<file path="src/rtl/alu_ctrl_pkg.sv">
// Shared opcode constants, FSM state encoding and opcode helper for the ALU round-robin scheduler.
package alu_ctrl_pkg;

  localparam logic [2:0] OP_AND  = 3'd0;
  localparam logic [2:0] OP_OR   = 3'd1;
  localparam logic [2:0] OP_NOT  = 3'd2;
  localparam logic [2:0] OP_ADD  = 3'd3;
  localparam logic [2:0] OP_SUB  = 3'd4;
  localparam logic [2:0] OP_LAST = 3'd4;

  localparam logic [1:0] S_IDLE = 2'd0;
  localparam logic [1:0] S_EXEC = 2'd1;
  localparam logic [1:0] S_RESP = 2'd2;

  function automatic logic op_is_legal(input logic [2:0] op);
    return op <= OP_LAST;
  endfunction

endpackage

</file>
<file path="src/rtl/rr_arbiter.sv">
// Combinational round-robin arbiter: first asserted request at or after ptr (modulo NUM_REQ).
module rr_arbiter #(
  parameter int NUM_REQ = 4,
  parameter int ID_W    = 2
) (
  input  logic [NUM_REQ-1:0] req,
  input  logic [ID_W-1:0]    ptr,
  output logic [NUM_REQ-1:0] grant,
  output logic [ID_W-1:0]    grant_idx,
  output logic               grant_any
);

  logic [ID_W:0]   sum;
  logic [ID_W-1:0] idx;

  // NOTE: every output and temporary gets a default first so no path leaves a latch.
  always_comb begin
    grant     = '0;
    grant_idx = '0;
    grant_any = 1'b0;
    sum       = '0;
    idx       = '0;
    for (int off = 0; off < NUM_REQ; off++) begin
      // One extra bit keeps ptr+off from overflowing before the wrap.
      sum = {1'b0, ptr} + (ID_W+1)'(off);
      if (sum >= (ID_W+1)'(NUM_REQ)) sum = sum - (ID_W+1)'(NUM_REQ);
      idx = sum[ID_W-1:0];
      if (!grant_any && req[idx]) begin
        grant_any      = 1'b1;
        grant[idx]     = 1'b1;
        grant_idx      = idx;
      end
    end
  end

endmodule

</file>
<file path="src/rtl/alu_rr_scheduler.sv">
// Round-robin scheduler sharing one combinational ALU among NUM_REQ requesters.
// Optional build macro ALU_OP_CHECK_EN: flags opcodes above OP_LAST via rsp_err and bypasses the ALU for them.
module alu_rr_scheduler
  import alu_ctrl_pkg::*;
#(
  parameter int NUM_REQ = 4,
  parameter int ID_W    = 2,
  parameter int DATA_W  = 4
) (
  input  logic                  clk,
  input  logic                  rst_n,
  input  logic [NUM_REQ-1:0]    req_valid,
  output logic [NUM_REQ-1:0]    req_ready,
  input  logic [NUM_REQ*DATA_W-1:0] req_a,
  input  logic [NUM_REQ*DATA_W-1:0] req_b,
  input  logic [NUM_REQ*3-1:0]  req_op,
  output logic [DATA_W-1:0]     alu_a,
  output logic [DATA_W-1:0]     alu_b,
  output logic [2:0]            alu_sel,
  input  logic [DATA_W-1:0]     alu_out,
  input  logic                  alu_carry,
  output logic                  rsp_valid,
  input  logic                  rsp_ready,
  output logic [ID_W-1:0]       rsp_id,
  output logic [DATA_W-1:0]     rsp_data,
  output logic                  rsp_carry
`ifdef ALU_OP_CHECK_EN
  ,output logic                 rsp_err
`endif
);

  logic [1:0]         state_q;
  logic [ID_W-1:0]    ptr_q;
  logic [ID_W-1:0]    id_q;
  logic [NUM_REQ-1:0] grant;
  logic [ID_W-1:0]    grant_idx;
  logic               grant_any;
  logic [DATA_W-1:0]  sel_a;
  logic [DATA_W-1:0]  sel_b;
  logic [2:0]         sel_op;
`ifdef ALU_OP_CHECK_EN
  logic               illegal_q;
`endif

  rr_arbiter #(
    .NUM_REQ (NUM_REQ),
    .ID_W    (ID_W)
  ) u_arb (
    .req       (req_valid),
    .ptr       (ptr_q),
    .grant     (grant),
    .grant_idx (grant_idx),
    .grant_any (grant_any)
  );

  // Payload of the winning requester.
  always_comb begin
    sel_a  = '0;
    sel_b  = '0;
    sel_op = '0;
    for (int i = 0; i < NUM_REQ; i++) begin
      if (grant_idx == ID_W'(i)) begin
        sel_a  = req_a[i*DATA_W +: DATA_W];
        sel_b  = req_b[i*DATA_W +: DATA_W];
        sel_op = req_op[i*3 +: 3];
      end
    end
  end

  assign req_ready = (state_q == S_IDLE) ? grant : '0;
  assign rsp_valid = (state_q == S_RESP);
  assign rsp_id    = id_q;

  // NOTE: sequential state uses non-blocking assignments only; every register, op latches included, is cleared by the async reset.
  always_ff @(posedge clk or negedge rst_n) begin
    if (!rst_n) begin
      state_q   <= S_IDLE;
      ptr_q     <= '0;
      id_q      <= '0;
      alu_a     <= '0;
      alu_b     <= '0;
      alu_sel   <= OP_AND;
      rsp_data  <= '0;
      rsp_carry <= 1'b0;
`ifdef ALU_OP_CHECK_EN
      illegal_q <= 1'b0;
      rsp_err   <= 1'b0;
`endif
    end else begin
      case (state_q)
        S_IDLE: begin
          if (grant_any) begin
            // The ALU drive registers double as the op latches, so they hold between ops.
            alu_a   <= sel_a;
            alu_b   <= sel_b;
            id_q    <= grant_idx;
            state_q <= S_EXEC;
`ifdef ALU_OP_CHECK_EN
            illegal_q <= !op_is_legal(sel_op);
            alu_sel   <= op_is_legal(sel_op) ? sel_op : OP_AND;
`else
            alu_sel   <= sel_op;
`endif
          end
        end
        S_EXEC: begin
`ifdef ALU_OP_CHECK_EN
          rsp_data  <= illegal_q ? '0 : alu_out;
          rsp_carry <= illegal_q ? 1'b0 : alu_carry;
          rsp_err   <= illegal_q;
`else
          rsp_data  <= alu_out;
          rsp_carry <= alu_carry;
`endif
          ptr_q   <= (id_q == ID_W'(NUM_REQ-1)) ? '0 : id_q + 1'b1;
          state_q <= S_RESP;
        end
        S_RESP: begin
          if (rsp_ready) state_q <= S_IDLE;
        end
        default: state_q <= S_IDLE;
      endcase
    end
  end

endmodule

</file>
<file path="config.mk">
export PLATFORM = sky130hd
export DESIGN_NAME = alu_rr_scheduler
export DESIGN_NICKNAME = d
export VERILOG_FILES = /design/src/rtl/alu_ctrl_pkg.sv /design/src/rtl/rr_arbiter.sv /design/src/rtl/alu_rr_scheduler.sv
export SDC_FILE = /design/constraint.sdc
export NUM_CORES = 1
export LEC_CHECK = 0
export BUFFER_PORTS_ARGS = -buffer_cell sky130_fd_sc_hd__buf_2
export CORE_AREA = 2 2 87 56
export CTS_CLUSTER_DIAMETER = 200
export DETAILED_ROUTE_END_ITERATION = 6
export DIE_AREA = 0 0 89 58
export PLACE_DENSITY = 0.75
export SYNTH_ARGS = -nofsm -noshare
export SYNTH_HDL_FRONTEND = slang
export SYNTH_SLANG_ARGS = --single-unit
</file>
<file path="constraint.sdc">
create_clock -name clk -period 2.5 [get_ports clk]
set_clock_uncertainty 0.05 [all_clocks]
set_input_delay 0.5 -clock clk [delete_from_list [all_inputs] [get_ports clk]]
set_output_delay 0.5 -clock clk [all_outputs]
set_load 0.01 [all_outputs]
</file>
==> summary.txt <==
Run status
  • Outcome: finished with violations
  • Failing checks: setup timing

Synthesis
  • Syn Nets: approximately 260
  • Synth warnings: 0
  • Cells taking the most area after synthesis: dfrtp_1, and3_1, mux2i_1
  • Synth top area share: 0.306
  • Register area share after synthesis: 0.306
  • Syn_area_per_cell: roughly 9.5 um2
  • Synth Instances: 190
  • Synthesized area: roughly 0.0018 mm2
  • Flops & latches, synth: 22
  • Yosys top cell by area: dfrtp_1
  • Synth cell types: 36

Worst setup path
  • Max FO, Critical Path: 7
  • Kind of critical path: register to output pin
  • Worst Path Arrival: 2.31 ns
  • WP data required: roughly 2 ns
  • Max stage delay cell, worst path: dfrtp_2
  • Max incr delay on CP: ~0.47 ns
  • CP Capture Type: output pin
  • Worst-path cell chain: clkinvlp_4 -> ha_4 -> mux4_2 -> buf_12 -> nor2_4 -> a221o_1 -> o21ai_2 -> a21oi_2 -> buf_2
  • CP startpoint kind: register

Clock tree
  • Clock Path Buffers: 2
  • Clk_lat worst skew: roughly 0.27 ns
  • H-Tree Depth: 1
  • CTS Buf Count: 3
  • Hold buffers post-CTS: 0
  • Worst-path clk slew: approximately 0.080 ns
  • CTS sink count: 22
  • CTS tree: done
  • Root buf cell: clkbuf_8

Place
  • Place WS: -0.269 ns
  • Post-DP HPWL: a little over 4 mm
  • DP Area: approximately 0.0025 mm2
  • GPL Wtd Cong: around 0.83
  • # port buffers: 78

Cells and area
  • Util after Layout: 0.640
  • Share of layout cells above drive strength 1: 0.560
  • Final-layout fill cell count: a little over 400
  • Syn-to-layout area delta: 55.5%
  • Fin nets: between 300 and 400
  • Ant. Diodes: 0
  • Final Cell Area: roughly 0.0028 mm2

GRT
  • Global Route Usage Sum: 0.223
  • Global routing usage on met3: 0.0698
  • Largest net degree at the start of global routing: 23
  • Vias in the first global route: 1864
  • Initial antenna violation count: 0
  • Met2 Use GR: 0.358
  • Overflow after GRT: 0
  • Met1 usage: 0.301
  • First-pass GRT wire length: 8.91 mm
  • GR peak layer: met2

Job
  • # Max-Cap Violations: 0

Route
  • Final wirelength: between 5 and 6 mm
  • DR vias: approximately 2000
  • Detail Route Antenna Nets: 0
  • Post-detailed-route wirelength per cell: approximately 16 um
  • Vias per cell: around 5.4
  • Drt first-iter violations: between 60 and 70
  • TritonRoute pass-1 iters: 5
  • DRC viols: 0

Power and ir drop
  • P per Cell Area: approximately 1500 mW/mm2
  • Switching Power: between 1500 and 2000 uW
  • Sw Share: 0.436
  • Sequential Power Share: 0.155
  • Clk pwr share: 0.080
  • Combinational power share: 0.765
  • Leak Pwr: 0.00142 uW
  • Internal power: 2400 uW
  • Total power: between 4000 and 5000 uW
  • Worst VDD drop: around 0.63 mV

STA
  • Min Hold Slack: between 0.1 and 0.15 ns
  • Final setup viols: 15
  • Hold Fails Final Rpt: 0
  • Slew headroom: 0.646
  • Post-layout min period: approximately 2.9 ns
  • Final Cycle Share: 1.14
  • FMAX: 0.350 GHz
  • Final Max Slew Viols: 0
  • Setup ws final: -0.358 ns
  • Worst Tran Pin Value: between 0.5 and 0.6 ns
  • RSZ-0062 raised after global routing: yes

Floorplanning
  • Initial Util: 0.412
  • Die Y: about 58 um
  • Die area: 0.00516 mm2
  • Die Wd: 89 um
  • Floorplan row count: 19
  • Core Region: about 0.0044 mm2
  • Io pins: between 70 and 80

Min path
  • Worst hold path type: input pin to asynchronous set/reset pin
-- per-stage QoR --
| stage | setup TNS [ns] | instances |
|---|---|---|
| after floorplan | -0.0661 | 190 |
| after global placement | -2.23 | 347 |
| after detailed placement | -2.96 | 347 |
| after CTS | -2.09 | 360 |
| after global routing | -3.65 | 361 |
| final | -2.13 | 361 |
-- path summary, 6_finish.rpt --
path | start | endpoint | slack [ns] | cells after the start
setup reg to reg | ptr_q[0] | alu_sel[2] | -0.14 | 10
max in group asynchronous | rst_n | ptr_q[0] | 1.87 | 1
setup / recovery | ptr_q[0] | req_ready[3] | -0.36 | 9
min in group clk | rsp_ready | state_q[1] | 0.37 | 2
hold reg to reg | rsp_carry | rsp_carry | 0.46 | 1
hold / removal | rst_n | alu_a[3] | 0.15 | 1
-- kinds of logic (layout without fill, tap and decap cells) --
kind of cell,count (synthesis),in the layout,share of synthesized area
AOI/OAI and AO/OA,61,62,0.252
buffers and inverters,19,126,0.0486
DFF,22,22,0.306
muxes,26,26,0.179
adders and majority gates,9,9,0.0625
and+or+nand+nor,53,53,0.153
-- final cells by class --
class	instances	area, um2	area share
inverters	6	26.3	0.00939
clock inverters	1	30.0	0.0107
repair buffers	116	729	0.261
well taps	63	78.8	0.0282
clock buffers	3	41.3	0.0148
flip-flops and latches	22	552	0.197
multi-input cells	150	1340	0.479
-- power groups by stage --
stage / clock network, uW / registers [uW] / logic [uW]
finish: 341 / 658 / 3250
global route: 359 / 680 / 3500
CTS: 349 / 659 / 3070
detailed placement: 0 / 660 / 2670
global placement: 0 / 655 / 2610
floorplan: 0 / 719 / 1700
-- cell usage after synthesis, drive strengths merged --
library cell	count
dfrtp	22
and3	21
nand2	18
mux2i	13
a22o	12
o31ai	11
mux2	10
o211ai	10
clkbuf	9
ha	9
a21oi	8
o21ai	8
nor2	7
inv	6
a221o	4
buf	4
nand2b	4
mux4	3
a211oi	2
a21o	1
a221oi	1
nor3	1
o221a	1
o22ai	1
o311ai	1
o41ai	1
or2	1
or3	1
-- placed cells by master, fill, tap and decap left out, types with 4 or more instances in the layout --
master	Yosys	final
o31ai_2	0	8
mux2_2	6	6
mux2i_1	13	12
o21ai_1	2	4
and3_1	21	20
a21oi_2	1	5
nand2_1	18	18
a221o_1	4	4
nor2_1	7	5
a22o_1	12	11
buf_4	2	27
buf_2	1	78
o211ai_1	10	10
buf_6	1	9
dfrtp_1	22	21
ha_1	9	8
-- worst max-delay path, delay by kind of cell, from the launching register on --
| family | cells | cell delay, ns |
|---|---|---|
| AOI/OAI and AO/OA | 3 | 0.34 |
| adders and majority gates | 1 | 0.29 |
| muxes | 1 | 0.34 |
| buffers and inverters | 3 | 0.45 |
| and+or+nand+nor | 1 | 0.15 |
| DFF | 1 | 0.47 |
-- metal layers --
metal  vias up  wire, um
met1       932      2500
met4         0        37
li1        948         -
met3         6       528
met2        74      2600
met5         -         0
-- repair_timing --
| item | CTS | global route |
|---|---|---|
| cloned | 1 | 0 |
| setup buffers | 8 | 2 |
| setup endpoints to repair | 16 | 16 |
| gates resized for setup | 23 | 13 |
| pin swaps | 20 | 19 |
-- flip-flops by register name, summed over array words and instances (netlist names) --
| name | cells |
|---|---|
| alu_a | 4 |
| alu_b | 4 |
| alu_sel | 3 |
| ptr_q | 2 |
| rsp_carry | 1 |
| rsp_data | 4 |
| rsp_id | 2 |
| state_q | 2 |
(Power assumes the default switching activity.)
